File: src/rtl/trigger_sequencer.sv
// Multi-stage trigger sequencer: walks NST qualifying stages, optional post-trigger delay, one-cycle capture-start pulse.
// Optional stage timeout is enabled with `define TRIGGER_SEQUENCER_TIMEOUT_EN.
module trigger_sequencer #(
    parameter int NEV = 4,
    parameter int NST = 4,
    parameter int CNW = 16
) (
    input  logic                   clk,
    input  logic                   rst,
    input  logic                   ctl_arm,
    input  logic                   ctl_abort,
    input  logic [NST*NEV-1:0]     cfg_sel,
    input  logic [NST*CNW-1:0]     cfg_cnt,
    input  logic [NST-1:0]         cfg_lst,
    input  logic [CNW-1:0]         cfg_dly,
`ifdef TRIGGER_SEQUENCER_TIMEOUT_EN
    input  logic [CNW-1:0]         cfg_tmo,
`endif
    input  logic                   sti_transfer,
    input  logic [NEV-1:0]         evt_in,
    output logic                   sts_arm,
    output logic [$clog2(NST)-1:0] sts_stg,
    output logic                   sts_trg,
    output logic                   sts_dne
);
    localparam int SW = $clog2(NST);

    typedef enum logic [1:0] {IDLE, ARMED, DELAY, DONE} state_t;

    state_t         state;
    logic [CNW-1:0] occ;
    logic [CNW-1:0] dcnt;
    logic [NEV-1:0] sel;
    logic [CNW-1:0] cnt;
    logic           qual;
    logic           met;
    logic           last;
    logic           dly_hit;
    logic           tmo_fire;

    assign sel  = cfg_sel[int'(sts_stg)*NEV +: NEV];
    assign cnt  = cfg_cnt[int'(sts_stg)*CNW +: CNW];
    assign qual = sti_transfer & (|sel) & ((evt_in & sel) == sel);
    // Widened compares: occ+1 and dcnt+1 never wrap, and cnt of 0 or 1 meets on the first hit.
    assign met     = ({1'b0, occ} + 1'b1) >= {1'b0, cnt};
    assign last    = cfg_lst[sts_stg] | (sts_stg == SW'(NST-1));
    assign dly_hit = ({1'b0, dcnt} + 1'b1) >= {1'b0, cfg_dly};

`ifdef TRIGGER_SEQUENCER_TIMEOUT_EN
    logic [CNW-1:0] tcnt;

    assign tmo_fire = (state == ARMED) && sti_transfer && !qual && (sts_stg != '0) &&
                      (cfg_tmo != '0) && (({1'b0, tcnt} + 1'b1) >= {1'b0, cfg_tmo});

    always_ff @(posedge clk or posedge rst) begin
        if (rst)
            tcnt <= '0;
        else if (ctl_abort || ctl_arm || state != ARMED || sts_stg == '0)
            tcnt <= '0;
        else if (sti_transfer) begin
            if (qual || tmo_fire)
                tcnt <= '0;
            else if (tcnt != '1)
                tcnt <= tcnt + 1'b1;
        end
    end
`else
    assign tmo_fire = 1'b0;
`endif

    always_ff @(posedge clk or posedge rst) begin
        if (rst) begin
            state   <= IDLE;
            sts_stg <= '0;
            occ     <= '0;
            dcnt    <= '0;
            sts_arm <= 1'b0;
            sts_trg <= 1'b0;
            sts_dne <= 1'b0;
        end else begin
            sts_trg <= 1'b0;
            if (ctl_abort) begin
                state   <= IDLE;
                sts_stg <= '0;
                occ     <= '0;
                dcnt    <= '0;
                sts_arm <= 1'b0;
                sts_dne <= 1'b0;
            end else if (ctl_arm) begin
                // The sample in the arm cycle is deliberately not evaluated.
                state   <= ARMED;
                sts_stg <= '0;
                occ     <= '0;
                dcnt    <= '0;
                sts_arm <= 1'b1;
                sts_dne <= 1'b0;
            end else begin
                case (state)
                    ARMED: begin
                        if (qual) begin
                            if (!met)
                                occ <= occ + 1'b1;
                            else if (!last) begin
                                sts_stg <= sts_stg + 1'b1;
                                occ     <= '0;
                            end else if (cfg_dly == '0) begin
                                state   <= DONE;
                                sts_trg <= 1'b1;
                                sts_arm <= 1'b0;
                                sts_dne <= 1'b1;
                            end else begin
                                state <= DELAY;
                                dcnt  <= '0;
                            end
                        end else if (tmo_fire) begin
                            sts_stg <= '0;
                            occ     <= '0;
                        end
                    end
                    DELAY: begin
                        if (sti_transfer) begin
                            if (dly_hit) begin
                                state   <= DONE;
                                sts_trg <= 1'b1;
                                sts_arm <= 1'b0;
                                sts_dne <= 1'b1;
                            end else if (dcnt != '1)
                                dcnt <= dcnt + 1'b1;
                        end
                    end
                    default: ;
                endcase
            end
        end
    end
endmodule

File: config.mk
export PLATFORM = sky130hd
export DESIGN_NAME = trigger_sequencer
export DESIGN_NICKNAME = d
export VERILOG_FILES = /design/src/rtl/trigger_sequencer.sv
export SDC_FILE = /design/constraint.sdc
export NUM_CORES = 1
export LEC_CHECK = 0
export CORE_ASPECT_RATIO = 2
export CORE_MARGIN = 4
export CORE_UTILIZATION = 49
export DETAILED_ROUTE_END_ITERATION = 7
export MAX_ROUTING_LAYER = met4
export PLACE_DENSITY = 0.88
export SYNTH_ARGS = -nofsm -noshare
export SYNTH_HDL_FRONTEND = slang
export SYNTH_SLANG_ARGS = --single-unit
File: constraint.sdc
create_clock -name clk -period 4.5 [get_ports clk]
set_input_delay 0.675 -clock clk [delete_from_list [all_inputs] [get_ports clk]]
set_output_delay 0.675 -clock clk [all_outputs]
set_load 0.05 [all_outputs]
==> Word-level counts from Yosys, hierarchy flattened <==
Index checks and enable logic that the tools add are counted.
{ "op_classes": {"bitwise_logic": 4, "mux": 60, "eq_ne": 16, "reduce_logical": 11, "n_shift": 2, "n_lt_le_gt_ge": 3, "multipliers": 0, "add_sub_neg": 5, "n_div": 0} }
{ "op_table": {"columns": ["cell", "count"], "rows": [
  ["two-way mux 16 bit", 15],
  ["variable part select 64 x 7 -> 16 bit", 1],
  ["inequality test 4 bit (second input constant)", 10],
  ["adder 16 x 1 -> 17 bit (second input constant)", 2],
  [">= comparator 17 x 16 -> 1 bit", 2],
  ["adder 16 x 1 -> 16 bit (second input constant)", 2],
  ["one-hot mux 16 bit (2 select lines)", 1],
  ["two-way mux 1 bit", 26],
  ["two-way mux 2 bit", 13],
  ["logical NOT 16 bit", 1],
  ["inequality test 16 bit (second input constant)", 1],
  ["variable part select 16 x 5 -> 4 bit", 1],
  ["nonzero test 3 bit", 3],
  ["AND reduction 8 bit", 1],
  ["AND reduction 7 bit", 1],
  ["one-hot mux 1 bit (2 select lines)", 3],
  ["AND reduction 6 bit", 1],
  ["bitwise AND 4 bit", 1],
  ["equality test 2 bit (second input constant)", 2],
  ["equality test 4 bit", 1],
  ["one-hot mux 2 bit (2 select lines)", 1],
  ["AND reduction 4 bit", 1],
  ["nonzero test 4 bit", 1],
  ["OR reduction 4 bit", 1],
  ["8 further kinds", 9]
]} }
{ "totals": {"ram_bits": 0, "latch_bits": 0, "reg_bits": 39, "n_memories": 0, "output_inout_bits": 5, "mem_bits_ro": 0, "wordCells": 108, "inputBits": 109} }

==> Longest topological paths before layout <==
{ "depth": {"ltp_word": 9, "mapped_depth": 16, "depth_no_buf": 14} }

==> Worst setup path before layout <==
No wires, ideal clock.
{ "synth_timing": {"path_kind": "register to register", "startpoint": "reg sts_stg[0]", "endpoint": "reg occ[14]", "path_stages_with_launch": 16, "setup_ns": 0.082, "t_arrival_ns": 4.335, "n_path_buf": 5, "required_ns": 4.418, "synth_period_minus_slack_ns": 4.417, "slack_ns": 0.083, "cell_sequence": "dfrtp_1 -> buf_6 -> buf_1 -> buf_1 -> mux4_2 -> inv_1 -> ha_1 -> nand4_1 -> nor3_1 -> a2111oi_0 -> o221a_2 -> and4_1 -> buf_2 -> buf_2 -> o21ai_0 -> a31oi_1"} }
{ "synth_via": {"elab_chain_cells": 7, "word_cells_on_any_way": 20, "cone_classes": "order compare: 1; eq/ne: 3; shift: 2; mux: 7; bitwise: 4; reduce/logical: 3"} }
{ "synth_rtl": {"columns": ["element", "line", "source"], "rows": [
  ["start, declared", "22", "output logic [$clog2(NST)-1:0] sts_stg,"],
  ["start signal, assigned", "104", "sts_stg <= sts_stg + 1'b1;"],
  ["variable part select 64 x 7 -> 16 bit", "42", "assign cnt = cfg_cnt[int'(sts_stg)*CNW +: CNW];"],
  [">= comparator 17 x 16 -> 1 bit", "45", "assign met = ({1'b0, occ} + 1'b1) >= {1'b0, cnt};"],
  ["two-way mux 16 bit", "101", "if (!met)"],
  ["two-way mux 16 bit", "100", "if (qual) begin"],
  ["two-way mux 16 bit", "98", "case (state)"],
  ["two-way mux 16 bit", "89", "end else if (ctl_arm) begin"],
  ["two-way mux 16 bit", "82", "if (ctl_abort) begin"],
  ["end signal, assigned", "102", "occ <= occ + 1'b1;"],
  ["end, declared", "31", "logic [CNW-1:0] occ;"]
]} }
Parallel ways exist; a longest one is shown, timed or not. The select of a mux whose other input is x is not followed.
A chain may end at the register's enable or synchronous reset.

==> Final worst setup path <==
{ "layout_timing": {"startpoint": "reg occ[0]", "endpoint": "reg dcnt[9]"} }
{ "layout_via": {"elab_chain_cells": 4} }
{ "layout_rtl": {"columns": ["element", "line", "source"], "rows": [
  ["adder 16 x 1 -> 17 bit", "45", null],
  [">= comparator 17 x 16 -> 1 bit", "45", null],
  ["inequality test 4 bit (no line)", null, null],
  ["AND reduction 8 bit (no line)", null, null],
  ["end signal, assigned", "128", "dcnt <= dcnt + 1'b1;"],
  ["end, declared", "32", "logic [CNW-1:0] dcnt;"]
]} }
Every way passes these cells.

==> reports/qor.txt <==
outcome: finished clean
antenna violations before repair: 0
#FFs+latches synth: 39
global-route total usage across every layer: 25.83%
CP Launch Type: flop
setup TNS: 0 ns
top fanout value on the critical path: 11
detailed-route wire length on metal 1: 3726 um
number of enable flip-flop cells after synthesis: 0
count of mapped cells out of synthesis: 449
reg-to-reg critical path startpoint: occ[0]
transition time at the pin with the least slew margin: 0.6547 ns
pin count of the biggest net entering global routing: 32
number of remaining DRC errors: 0
number of nets produced by synthesis: 595
violation count after the first detailed-routing iteration: 218
share of synthesized flip-flops with an asynchronous set or reset: 100.0%
Diodes inserted: 0
flop-to-flop setup slack: 0.32 ns
Hold Path Depth: 1
Power Internal: 0.0008127 W
number of buffers inserted by hold repair at cts: 0
layout overhead on the synthesized area: 36.64%
yosys warns: 0
Die Width: 71.09 um
wire length of the first global-routing pass: 19010 um
fraction of power consumed by sequential logic: 33.6%
data arrival time at the worst-slack endpoint: 4.37 ns
Slew Viols, Final: 0
ratio of cells with drive above 1 in the final layout: 9.091%
end of the worst register-to-register path: dcnt[9]
FILL cells: 587
most common cell after layout, fill and taps aside: sky130_fd_sc_hd__clkdlybuf4s50_1
max-capacitance violation count: 0
root buffer selected by CTS: sky130_fd_sc_hd__clkbuf_16
dominant combinational cell family by area after synthesis: simple AND/OR/NAND/NOR gates
number of failing hold endpoints at the final stage: 0
clock buffer depth: 2
share of cell area taken by muxes after synthesis: 15.17%
post-detailed-route wirelength per cell: 18.37 um
Routed met3 length: 568 um
area of the die: 9537 sq um
Clock Latency Late Sink: 0.28 ns
HP Start: sts_dne
area fraction in compound gates after synthesis: 14.24%
post-layout min period: 4.181 ns
predominant post-synthesis flop cell: sky130_fd_sc_hd__dfrtp_1
share of synthesized cell area in full adder, half adder and majority cells: 11.87%
row cnt: 45
core region area: 7657 sq um
number of levels the H-tree was split into: 2
detailed-route via count: 3995
area share of and/or/nand/nor cells after synthesis: 20.95%
relative slew slack: 55.23%
combinational fraction of design power: 23.1%
metal2 WL: 6715 um
register area share after synthesis: 25.02%
switching fraction of total power: 23.67%
final count of negative-setup-slack endpoints: 0
total standard cell area after synthesis: 3900 sq um
commonest non-fill, non-tap cells in the layout: sky130_fd_sc_hd__clkdlybuf4s50_1, sky130_fd_sc_hd__nand2_1, sky130_fd_sc_hd__inv_1
Unique masters post-synth: 52
floorplan die height: 134.2 um
terminating pin of the worst hold path: sts_dne
Initial DRT Pass Iterations: 7
power share of the clock group: 43.3%
depth of the worst register-to-register path: 15
mean post-synth cell area: 8.686 sq um
half-perimeter wire length of the detailed placement result: 10010 um
overall power: 0.001065 W
CTS tree: built
critical path launch point: occ[0]
fraction of the cycle the final worst path needs: 92.92%
power per cell area: 199.8 nW/um^2
starting density of the core: 50.93%
endpoint type of the worst setup path: flop
parity-gate share of the synthesized area counting xor and xnor cells: 5.614%
number of I/O pins: 114
weighted congestion reported at the end of routability-driven placement: 0.9301
power spent charging and discharging nets: 0.0002521 W
RSZ-0062 raised after global routing: no
total wire length after detailed routing: 12040 um
clock slew at reported path FFs: 0.06 ns
worst-case clock skew: 0.004300 ns
Worst Path Class, Setup: reg -> reg
remaining global-route overflow: 0
worst endpoint required time: 4.69 ns
maximum vdd ir drop: 0.1366 mV
Vias per Instance: 6.099
Sink Count: 39
timing-limited maximum frequency: 239.2 MHz
P_leak: 2.398 nW
topmost layer with routed signal wires: met4
Inserted Clock Buffers: 5
Final ANT Viol Nets: 0
final net count: 706
input/output buffers: 113
vias in the first global route: 4165
class of the tightest hold or removal check: reg -> reg
-- Yosys cell counts (all sizes together), types with 3 or more instances --
cell | instances | area, sq um
a2111oi | 3 | 26.28
a211oi | 7 | 62.56
a21o | 5 | 37.54
a21oi | 15 | 75.07
a31oi | 10 | 62.56
and2 | 4 | 25.03
and3 | 5 | 31.28
and4 | 4 | 35.03
buf | 10 | 63.80
clkbuf | 9 | 33.78
dfrtp | 39 | 975.9
ha | 37 | 462.9
inv | 48 | 180.2
mux2 | 3 | 33.78
mux2i | 13 | 130.1
mux4 | 19 | 427.9
nand2 | 50 | 187.7
nand2b | 6 | 37.54
nand3 | 13 | 65.06
nand4 | 13 | 81.33
nor2 | 24 | 90.09
nor2b | 6 | 37.54
nor3 | 11 | 55.05
nor4 | 12 | 75.07
o211ai | 3 | 22.52
o21ai | 21 | 105.1
o22ai | 5 | 31.28
or2 | 5 | 31.28
or3 | 5 | 31.28
xnor2 | 11 | 96.34
xor2 | 14 | 122.6
-- through the flow --
stage | area, sq um | util, % | hold WS [ns] | std cells | setup slack, ns
detailed placement | 5126 | 66.94 | 0.5089 | 647 | 0.3494
floorplan | 3900 | - | 0.4897 | 449 | 0.08338
global route | 5329 | 69.59 | 0.5516 | 655 | 0.05183
finish | 5329 | 69.59 | 0.5193 | 655 | 0.3186
global placement | 5126 | 66.94 | 0.4962 | 647 | 0.4426
CTS | 5319 | 69.46 | 0.5262 | 655 | 0.2148
-- power by group through the flow --
stage	registers, W	clock network [W]	logic, W
floorplan	0.000369	0	0.000109
global placement	0.000364	0	0.000232
detailed placement	0.000364	0	0.000242
CTS	0.000358	0.000466	0.000243
global route	0.000358	0.000485	0.000263
finish	0.000358	0.000461	0.000246
-- kinds of logic (layout without fill, tap and decap cells) --
logic type / Yosys count / count (layout)
simple gates: 162 / 162
mux: 35 / 35
compound gates: 84 / 84
buf+inv: 67 / 179
flops: 39 / 39
fa+ha+maj: 37 / 37
xor+xnor: 25 / 25
-- critical path: stages (launching register included) --
cell	delay, ns
sky130_fd_sc_hd__dfrtp_1	0.44
sky130_fd_sc_hd__ha_1	0.28
sky130_fd_sc_hd__nand3_1	0.22
sky130_fd_sc_hd__nor2_1	0.31
sky130_fd_sc_hd__nand3_1	0.27
sky130_fd_sc_hd__nor2_1	0.19
sky130_fd_sc_hd__xnor2_1	0.11
sky130_fd_sc_hd__ha_1	0.30
sky130_fd_sc_hd__nand4_1	0.14
sky130_fd_sc_hd__nor4_1	0.32
sky130_fd_sc_hd__nor3_1	0.11
sky130_fd_sc_hd__o221ai_1	0.31
sky130_fd_sc_hd__a21oi_1	0.14
sky130_fd_sc_hd__buf_4	0.20
sky130_fd_sc_hd__or3_1	0.50
sky130_fd_sc_hd__o22ai_1	0.24
-- metal layers --
metal	track usage, %	vias up
met5	-	-
met4	18.93	0
met3	3.151	75
met2	47.52	187
met1	23.39	1873
li1	-	1860
-- final cells by class --
| type | count | area [sq um] | share of cell area [%] |
|---|---|---|---|
| Clock inverter | 3 | 67.56 | 1.268 |
| Inverter | 48 | 180.2 | 3.381 |
| Multi-Input combinational cell | 343 | 2656 | 49.85 |
| Tap cell | 94 | 117.6 | 2.207 |
| Timing Repair Buffer | 123 | 1206 | 22.63 |
| Clock buffer | 5 | 125.1 | 2.348 |
| Sequential cell | 39 | 975.9 | 18.31 |
-- sequential cells by signal, indices dropped and copies added (netlist names) --
register	count
state	2
sts_arm	1
sts_trg	1
sts_stg	2
dcnt	16
sts_dne	1
occ	16
-- what timing repair did --
item,in CTS,in global routing
setup buffers,0,0
endpoints found under the setup margin,0,14
resized for setup,0,2
-- how the worst max path moves through the flow --
stage,endpoint,slack [ns],depth (start not counted)
final,dcnt[9],0.32,15
after global routing,dcnt[9],0.05,15
after CTS,dcnt[9],0.21,14
after detailed placement,dcnt[9],0.35,14
after global placement,dcnt[7],0.44,15
after floorplan,occ[14],0.08,15
No activity file was read; power rests on OpenSTA's default activity.
